## src/rtl/nibble_serial_adder.sv

```systemverilog
// Serial W-bit adder: one shared 4-bit ripple slice processes a nibble per clock.
// Optional signed-overflow output is built when NSA_OVERFLOW_EN is defined.

module nsa_rpa (
    input  logic [3:0] i_a,
    input  logic [3:0] i_b,
    input  logic       i_c,
    output logic [3:0] o_s,
    output logic       o_c
);
    logic w_c;

    always_comb begin
        o_s = '0;
        w_c = i_c;
        for (int k = 0; k < 4; k++) begin
            o_s[k] = i_a[k] ^ i_b[k] ^ w_c;
            w_c    = (i_a[k] & i_b[k]) | (w_c & (i_a[k] ^ i_b[k]));
        end
        o_c = w_c;
    end
endmodule

module nibble_serial_adder #(
    parameter int unsigned NIBBLES = 4
) (
    input  logic                 i_clk,
    input  logic                 i_rst,
    input  logic                 i_in_valid,
    output logic                 o_in_ready,
    input  logic [4*NIBBLES-1:0] i_a,
    input  logic [4*NIBBLES-1:0] i_b,
    input  logic                 i_cin,
    output logic                 o_out_valid,
    input  logic                 i_out_ready,
    output logic [4*NIBBLES-1:0] o_sum,
`ifdef NSA_OVERFLOW_EN
    output logic                 o_ovf,
`endif
    output logic                 o_cout
);
    localparam int unsigned W  = 4 * NIBBLES;
    localparam int unsigned CW = (NIBBLES > 1) ? $clog2(NIBBLES) : 1;
    localparam logic [CW-1:0] LAST = CW'(NIBBLES - 1);

    typedef enum logic [1:0] {StIdle, StRun, StDone} state_e;

    state_e        r_state, w_state_d;
    logic [W-1:0]  r_a, r_b, r_sum;
    logic [CW-1:0] r_cnt;
    logic          r_carry, r_cout;
    logic [3:0]    w_rpa_s;
    logic          w_rpa_co;
    logic          w_last;
    logic [W+3:0]  w_sum_cat;

    nsa_rpa u_rpa (
        .i_a (r_a[3:0]),
        .i_b (r_b[3:0]),
        .i_c (r_carry),
        .o_s (w_rpa_s),
        .o_c (w_rpa_co)
    );

    assign w_last = (r_cnt == LAST);
    // New nibble enters at the top; concatenate-and-shift also covers NIBBLES=1.
    assign w_sum_cat = {w_rpa_s, r_sum} >> 4;

    always_ff @(posedge i_clk) begin
        if (i_rst) r_state <= StIdle;
        else       r_state <= w_state_d;
    end

    always_comb begin
        w_state_d   = r_state;
        o_in_ready  = 1'b0;
        o_out_valid = 1'b0;
        unique case (r_state)
            StIdle: begin
                o_in_ready = 1'b1;
                if (i_in_valid) w_state_d = StRun;
            end
            StRun: begin
                if (w_last) w_state_d = StDone;
            end
            StDone: begin
                o_out_valid = 1'b1;
                if (i_out_ready) w_state_d = StIdle;
            end
            default: w_state_d = StIdle;
        endcase
    end

`ifdef NSA_OVERFLOW_EN
    logic r_ovf;
`endif

    always_ff @(posedge i_clk) begin
        if (i_rst) begin
            r_a     <= '0;
            r_b     <= '0;
            r_sum   <= '0;
            r_cnt   <= '0;
            r_carry <= 1'b0;
            r_cout  <= 1'b0;
`ifdef NSA_OVERFLOW_EN
            r_ovf   <= 1'b0;
`endif
        end else begin
            if (r_state == StIdle && i_in_valid) begin
                r_a     <= i_a;
                r_b     <= i_b;
                r_carry <= i_cin;
                r_cnt   <= '0;
            end else if (r_state == StRun) begin
                r_a     <= r_a >> 4;
                r_b     <= r_b >> 4;
                r_sum   <= w_sum_cat[W-1:0];
                r_carry <= w_rpa_co;
                r_cnt   <= r_cnt + CW'(1);
                if (w_last) begin
                    r_cout <= w_rpa_co;
`ifdef NSA_OVERFLOW_EN
                    r_ovf  <= (r_a[3] == r_b[3]) && (w_rpa_s[3] != r_a[3]);
`endif
                end
            end
        end
    end

    assign o_sum  = r_sum;
    assign o_cout = r_cout;
`ifdef NSA_OVERFLOW_EN
    assign o_ovf  = r_ovf;
`endif
endmodule

```

## config.mk

```make
export PLATFORM = sky130hd
export DESIGN_NAME = nibble_serial_adder
export DESIGN_NICKNAME = d
export VERILOG_FILES = /design/src/rtl/nibble_serial_adder.sv
export SDC_FILE = /design/constraint.sdc
export NUM_CORES = 1
export LEC_CHECK = 0
export ABC_AREA = 1
export BUFFER_PORTS_ARGS = -buffer_cell sky130_fd_sc_hd__buf_2
export CAP_MARGIN = 20
export CORE_ASPECT_RATIO = 2
export CORE_MARGIN = 1
export CORE_UTILIZATION = 35
export DETAILED_ROUTE_END_ITERATION = 10
export HOLD_SLACK_MARGIN = 0.02
export RECOVER_POWER = 25
export SLEW_MARGIN = 10
export SYNTH_ARGS = -nofsm -noshare
export SYNTH_HDL_FRONTEND = slang
export SYNTH_SLANG_ARGS = --single-unit
```

## constraint.sdc

```tcl
create_clock -name i_clk -period 5.2 [get_ports i_clk]
set_clock_uncertainty 0.2 [all_clocks]
set_input_delay 0.78 -clock i_clk [delete_from_list [all_inputs] [get_ports i_clk]]
set_output_delay 0.78 -clock i_clk [all_outputs]
set_load 0.02 [all_outputs]
```

# --- After elaboration in Yosys (flattened, before gate mapping) ---
# Cells that the tools add are included.
totals:
  register_bits: 54
  out_inout_bits: 19
  inputBits: 37
  word_cells: 54
op_classes:
  n_addsub: 1
  mux: 12
  n_bitwise: 21
  reduce_logical: 7
  n_eq_ne: 6
op_table:
  columns: ["operator", "count"]
  rows:
  - ["16-bit two-way mux", 4]
  - ["1-bit AND", 8]
  - ["1-bit bitwise XOR", 8]
  - ["2-bit two-way mux", 3]
  - ["2-bit != test, second input constant", 3]
  - ["2-bit one-hot mux with 3 select lines", 1]
  - ["3-bit AND reduction", 2]
  - ["2-bit == test, second input constant", 2]
  - ["1-bit two-way mux", 4]
  - ["1-bit OR", 4]
  - ["2-bit by 1-bit adder with 2-bit output, second input constant", 1]
  - ["2-bit by 1-bit == test with 1-bit output, second input constant", 1]
  - ["2-bit logical NOT", 1]
  - ["2-bit AND reduction", 1]
  - ["2-bit nonzero test", 1]
  - ["2-bit OR reduction", 1]
  - ["1-bit logical AND", 1]
  - ["1-bit inverter", 1]

# --- Longest topological paths before layout ---
# Gate-level depths: netlist of the first run.
logic_depth:
  word_depth: 11
  depth_mapped: 12
  depth_no_buf: 12

# --- By module ---
# From an unflattened synthesis of the first run, not the netlist that was laid out.
unflattened:
  hier_cells: 362
  area_unflattened_um2: 2488.6
modules_own_cells:
  columns: ["module", "cells_each", "seq_area_each_um2", "n_inst", "area_each_um2"]
  rows:
  - ["nibble_serial_adder", 348, 1081.0, 1, 2371.0]
  - ["nsa_rpa", 14, 0.0, 1, 117.6]

# --- Worst setup path after synthesis of the first run ---
# OpenSTA, ideal clock, no wires.
synth_path:
  kind: "reg-to-reg"
  startpoint: "register r_a[0]"
  endpoint: "register r_sum[15], in the netlist o_sum[15]"
  setup_time_ns: 0.070
  n_path_buf: 0
  arrival_ns: 1.874
  path_slack_ns: 3.056
  synth_period_minus_slack_ns: 2.144
  required_ns: 4.930
  path_stages_with_launch: 9
  cell_sequence: "dfxtp_1 fa_1 inv_1 fa_1 inv_1 fa_1 inv_1 fa_1 a21oi_1"
synth_between:
  elab_chain_cells: 8
  word_cells_on_any_way: 9
  classes_between: "bitwise: 9"
synth_rtl:
  columns: ["item", "line_no", "source"]
  rows:
  - ["start: declaration", "49", "logic [W-1:0] r_a, r_b, r_sum;"]
  - ["start signal: assignment", "111", "r_a <= i_a;"]
  - ["start signal: assignment", "116", "r_a <= r_a >> 4;"]
  - ["1-bit bitwise XOR", "18", "w_c = (i_a[k] & i_b[k]) | (w_c & (i_a[k] ^ i_b[k]));"]
  - ["1-bit AND", "18", null]
  - ["1-bit OR *", "18", null]
  - ["1-bit AND *", "18", null]
  - ["1-bit OR *", "18", null]
  - ["1-bit AND *", "18", null]
  - ["1-bit OR *", "18", null]
  - ["1-bit bitwise XOR *", "17", "o_s[k] = i_a[k] ^ i_b[k] ^ w_c;"]
  - ["end signal: assignment", "118", "r_sum <= w_sum_cat[W-1:0];"]
  - ["end: declaration", "49", null]
# Mark *: on every way between the ends. The rest lies on a longest branch, timed or not.
# A chain may end at the register's enable or synchronous reset.

# --- Worst setup path in the final report of the first run ---
layout_path:
  startpoint: "register r_state[0]"
  endpoint: "output port o_in_ready"
layout_between:
  elab_chain_cells: 2
layout_rtl:
  columns: ["item", "line_no", "source"]
  rows:
  - ["start: declaration", "48", "state_e r_state, w_state_d;"]
  - ["start signal: assignment", "70", "if (i_rst) r_state <= StIdle;"]
  - ["start signal: assignment", "71", "else r_state <= w_state_d;"]
  - ["2-bit logical NOT", "78", "unique case (r_state)"]
  - ["1-bit two-way mux", "78", null]
  - ["end: declaration", "30", "output logic o_in_ready,"]
# Every way passes these cells.

==> flow_summary.yaml, run 1 <==
run_status:
  status: "completed"
global_routing:
  grt_pass1_wl_um: 9270
  grt.total_usage: 0.168
  grt_pass1_vias: 2072
  antenna_found_initial: 0
  overflow: 0
  grt_max_degree: 37
placed_design:
  dp_cells: 482
  postPlaceCellArea_mm2: 0.00275
  port_buffers: 55
  dp_slack_ns: 2.65
  dp_hpwl_um: 3840
  gp_congestion: 0.785
hold_path:
  hold_path_class: "reg -> reg"
power_and_ir_drop:
  p_total_mw: 0.943
  power_density_mw_per_mm2: 326
  p_leak_nw: 1.39
  peakVddDrop_mv: 0.197
synth:
  synth.most_common_cell: "nand2_1"
  synth_cell_type_count: 19
  syn_area_mm2: 0.00247
  synthArstFlopShare: 0
  synthesis.nets: 400
  synth_edf_count: 0
  dominantRegCellSynth: "dfxtp_1"
  ys_warn_count: 0
  synth.top_cell.area_share: 0.438
  synth_area_leaders: "dfxtp_1, nand2_1, nand3_1"
  synth.cells.most_frequent: "nand2_1, dfxtp_1, nor2_1"
  ys_ff_latch: 54
  netlist_instances: 358
  seq_area_frac_synth: 0.438
  synth_top_area_cell: "dfxtp_1"
  synth_area_per_cell_um2: 6.89
route:
  drc_errors: 0
  final_antenna_net_count: 0
  first_pass_iters: 4
  drt_iter0_markers: 100
  dr_total_vias: 2272
  routed_wl_um: 5700
  avgRoutedWirePerCell_um: 11.6
  avgViaCountPerCell: 4.63
floorplanning:
  rows: 43
  io_pins: 56
  initial_core_util: 0.358
  die_w_um: 61.4
  die_h_um: 121
  core_area_mm2: 0.00689
  dieArea_mm2: 0.00741
timing:
  layout_setup_ws_ns: 2.43
  fmaxAchievable_mhz: 361
  min_period_ns: 2.77
  setup_tns_ns: 0
  worst_pin_slew_ns: 0.887
  maxSlewViolCount: 0
  fin_hold_ws_ns: 0.265
  rsz0062_at_grt: "no"
  fin_crit_sh: 0.532
  setup_viol: 0
  slew_headroom: 0.407
  hold_viol: 0
clocking:
  numCtsBuffers: 5
  post_cts_buffers: 0
  cts_tree: "done"
  cts_hold_buf: 0
  cts_buffer_depth: 2
  clk_latency_ns: 0.29
  cts.sinks: 54
  clk_pin_slew_ns: 0.07
  htreeDepth: 2
  post_cts_resized: 0
  cts_root_buf: "clkbuf_16"
cells_and_area:
  syn2layout_area_growth_pct: 17.1
  antenna_cells: 0
  utilization: 0.420
  fin_cells: 491
  final_layout_size_suffix_gt1_frac: 0.132
  fin_nets: 442
  design_area_mm2: 0.00289
job:
  cap_violations: 0
setup_path:
  criticalPathCategory: "reg -> out"
  reg2reg_from: "r_state[0]"
  crit_path_end: "o_in_ready"
  reg2regPathDepth: 5
  start_kind: "flop"
  cp_max_fo: 27
  startpoint: "r_state[0]"
  reg2reg_slack_ns: 2.85
  cp-end-kind: "primary output"
  worstPathArrival_ns: 1.79
  reg2reg_to: "r_b[14]"
  cp.required_ns: 4.22
==> cell families (layout without fill, tap and decap cells) <==
| family | after synthesis | count (layout) | share of synthesized area |
|---|---|---|---|
| fa+ha+maj | 5 | 5 | 0.0375 |
| flops | 54 | 54 | 0.438 |
| simple gates | 192 | 192 | 0.320 |
| compound gates | 47 | 47 | 0.101 |
| buf+inv | 59 | 102 | 0.100 |
| xor+xnor | 1 | 1 | 0.00355 |
==> critical path: stages (launching register included) <==
cell     delay, ns
dfxtp_1       0.59
nor2_4        0.63
buf_2         0.28
==> power breakdown <==
| part | total, mW | internal, mW | switching [mW] |
|---|---|---|---|
| sequential | 0.467 | 0.445 | 0.0221 |
| combinational | 0.143 | 0.0505 | 0.0930 |
| clock | 0.333 | 0.191 | 0.142 |
==> worst min-delay path by stage <==
stage               startpoint  endpoint  slack (ns)  cells after the start
global route            r_b[7]    r_b[7]        0.28                      2
CTS                     r_a[7]    r_a[7]        0.27                      2
floorplan               r_b[4]    r_b[4]        0.24                      2
finish                  r_b[6]    r_b[6]        0.26                      2
global placement        r_a[8]    r_a[8]        0.25                      2
detailed placement      r_a[7]    r_a[7]        0.26                      2
==> cell type report <==
cell class	instances	area [um^2]
Fill cell	769	4000
Multi-Input combinational cell	245	1140
Sequential cell	54	1080
Timing Repair Buffer	56	269
Clock buffer	7	143
Inverter	38	143
Tap cell	90	113
Clock inverter	1	5.00
==> flip-flops by register name (all words and copies together), names as in the netlist <==
register  cells
o_sum        16
r_carry       1
o_cout        1
r_cnt         2
r_state       2
r_b          16
r_a          16
==> placed cells by master, fill, tap and decap left out, types with 2 or more instances in the layout <==
cell and n:
nand2_2 2, nand3_1 42, fa_1 4, clkbuf_1 18, o21ai_0 16, inv_2 3
buf_2 38, nand2_1 97, inv_1 35, clkbuf_16 5, dfxtp_1 54, nor2_1 50
a21oi_1 29
==> metal layers <==
| metal | vias to the layer above | global-route usage | wire length, um |
|---|---|---|---|
| met5 | - | 0 | 0 |
| met4 | 0 | 0.0583 | 92 |
| met3 | 8 | 0.0267 | 225 |
| met2 | 54 | 0.313 | 3020 |
| met1 | 1013 | 0.179 | 2360 |
| li1 | 1197 | - | - |
No activity file was read; power rests on OpenSTA's default activity.
==> run 2: changes to the inputs <==
- clock period: 5.2 -> 2.7 ns (I/O delays scaled with it)
==> run 2 against run 1 <==
Compared with the run above: sequential share of layout area down 0.32 points; combinational power up 100%; total power up 89%; critical path depth up 6; global-route usage up 0.45 points; wire length down 0.11%; non-clock buffer count up 6; highest routed layer unchanged; via count up 1.5%; sequential power up 91%; hold slack worse by 0.11 ns.
==> flow_summary.yaml, run 2 (synthesis results as in run 1) <==
hold_path:
  hold_path_class: "in -> reg"
floorplanning:
  die_w_um: 61.4
  die_h_um: 121
  dieArea_mm2: 0.00741
  core_area_mm2: 0.00689
  rows: 43
  initial_core_util: 0.358
  io_pins: 56
clocking:
  post_cts_resized: 0
  cts_root_buf: "clkbuf_16"
  post_cts_buffers: 0
  cts_buffer_depth: 2
  cts_hold_buf: 0
  htreeDepth: 2
  clk_pin_slew_ns: 0.07
  cts_tree: "done"
  clk_latency_ns: 0.29
  numCtsBuffers: 5
  cts.sinks: 54
setup_path:
  crit_chain: "fa_1 > inv_1 > fa_1 > inv_1 > fa_1 > inv_1 > fa_1 > a21oi_1"
  cp_slowest_cell: "fa_1"
  worstPathArrival_ns: 2.29
  cp.required_ns: 2.72
  criticalPathCategory: "reg -> reg"
  cp-end-kind: "flop"
  cpLargestDelayFamily: "adder cells"
  crit_path_frequent_cell: "fa_1"
  critPathBufInv: 3
  reg2reg_slack_ns: 0.43
  slowest_delay_ns: 0.42
  cp_max_fo: 2
  start_kind: "flop"
timing:
  maxSlewViolCount: 0
  setup_viol: 0
  fmaxAchievable_mhz: 440
  hold_viol: 0
  min_period_ns: 2.27
  slew_headroom: 0.577
  rsz0062_at_grt: "no"
  setup_tns_ns: 0
  worst_pin_slew_ns: 0.634
  fin_crit_sh: 0.842
cells_and_area:
  final_layout_size_suffix_gt1_frac: 0.140
  fillers: 801
  layout_common_cells: "nand2_1, dfxtp_1, nor2_1, nand3_1, buf_2"
  layout_commonest_cell: "nand2_1"
  design_area_mm2: 0.00291
  antenna_cells: 0
  fin_nets: 448
  syn2layout_area_growth_pct: 18.2
global_routing:
  overflow: 0
  grt_max_degree: 36
  grt_pass1_vias: 2123
  grt_pass1_wl_um: 9460
  antenna_found_initial: 0
  grt.total_usage: 0.172
route:
  final_antenna_net_count: 0
  drt_iter0_markers: 78
  routed_wl_um: 5690
  avgRoutedWirePerCell_um: 11.5
  avgViaCountPerCell: 4.65
  dr_total_vias: 2306
  first_pass_iters: 4
  drc_errors: 0
power_and_ir_drop:
  p_leak_nw: 1.41
  power_density_mw_per_mm2: 613
  peakVddDrop_mv: 0.398
run_status:
  status: "completed"
job:
  cap_violations: 0
placed_design:
  port_buffers: 55
  postPlaceCellArea_mm2: 0.00280
  dp_hpwl_um: 3950
  gp_congestion: 0.781
-- run 2: metrics by stage --
stage / util / hold WS, ns / setup slack (ns) / total power, mW / instances
3_3_place_gp: 0.407 / 0.253 / 0.504 / 1.20 / 489
5_1_grt: 0.423 / 0.163 / 0.287 / 1.89 / 496
6_report: 0.423 / 0.158 / 0.427 / 1.79 / 496
2_1_floorplan: - / 0.244 / 0.556 / 1.11 / 358
4_1_cts: 0.426 / 0.151 / 0.410 / 1.82 / 496
3_5_place_dp: 0.407 / 0.256 / 0.441 / 1.21 / 489
-- run 2: layout make-up --
type	count	area (um^2)	area share
multi-input combinational	245	1140	0.391
sequential	54	1080	0.371
timing repair buffer	62	307	0.105
inverter	38	143	0.0489
clock buffer	7	133	0.0455
tap	90	113	0.0386
-- run 2: worst paths after layout --
kind | end | depth (start not counted) | from
min reg2reg | r_b[4] | 2 | r_b[4]
max reg2reg | o_sum[15] | 8 | r_a[0]
min | r_b[15] | 3 | i_b[15]
max | o_sum[15] | 8 | r_a[0]
-- run 2: worst register-to-register path: cells and delay by family (launching register included) --
kind,cells,cell delay [ns]
flops,1,0.33
compound gates,1,0.13
buf+inv,3,0.21
fa+ha+maj,4,1.34
-- run 2: power by group --
| group | leakage (nW) | switching [mW] | total (mW) | internal, mW |
|---|---|---|---|---|
| registers | 0.445 | 0.0346 | 0.891 | 0.856 |
| clock network | 0.0640 | 0.266 | 0.605 | 0.340 |
| logic | 0.898 | 0.187 | 0.290 | 0.103 |
| total | 1.41 | 0.487 | 1.79 | 1.30 |
-- run 2: metal layers --
metal,vias up,track usage,routed length [um]
met4,0,0.0736,156
met3,10,0.0417,259
li1,1207,-,-
met1,1036,0.181,2270
met5,-,0,0
met2,53,0.308,3010
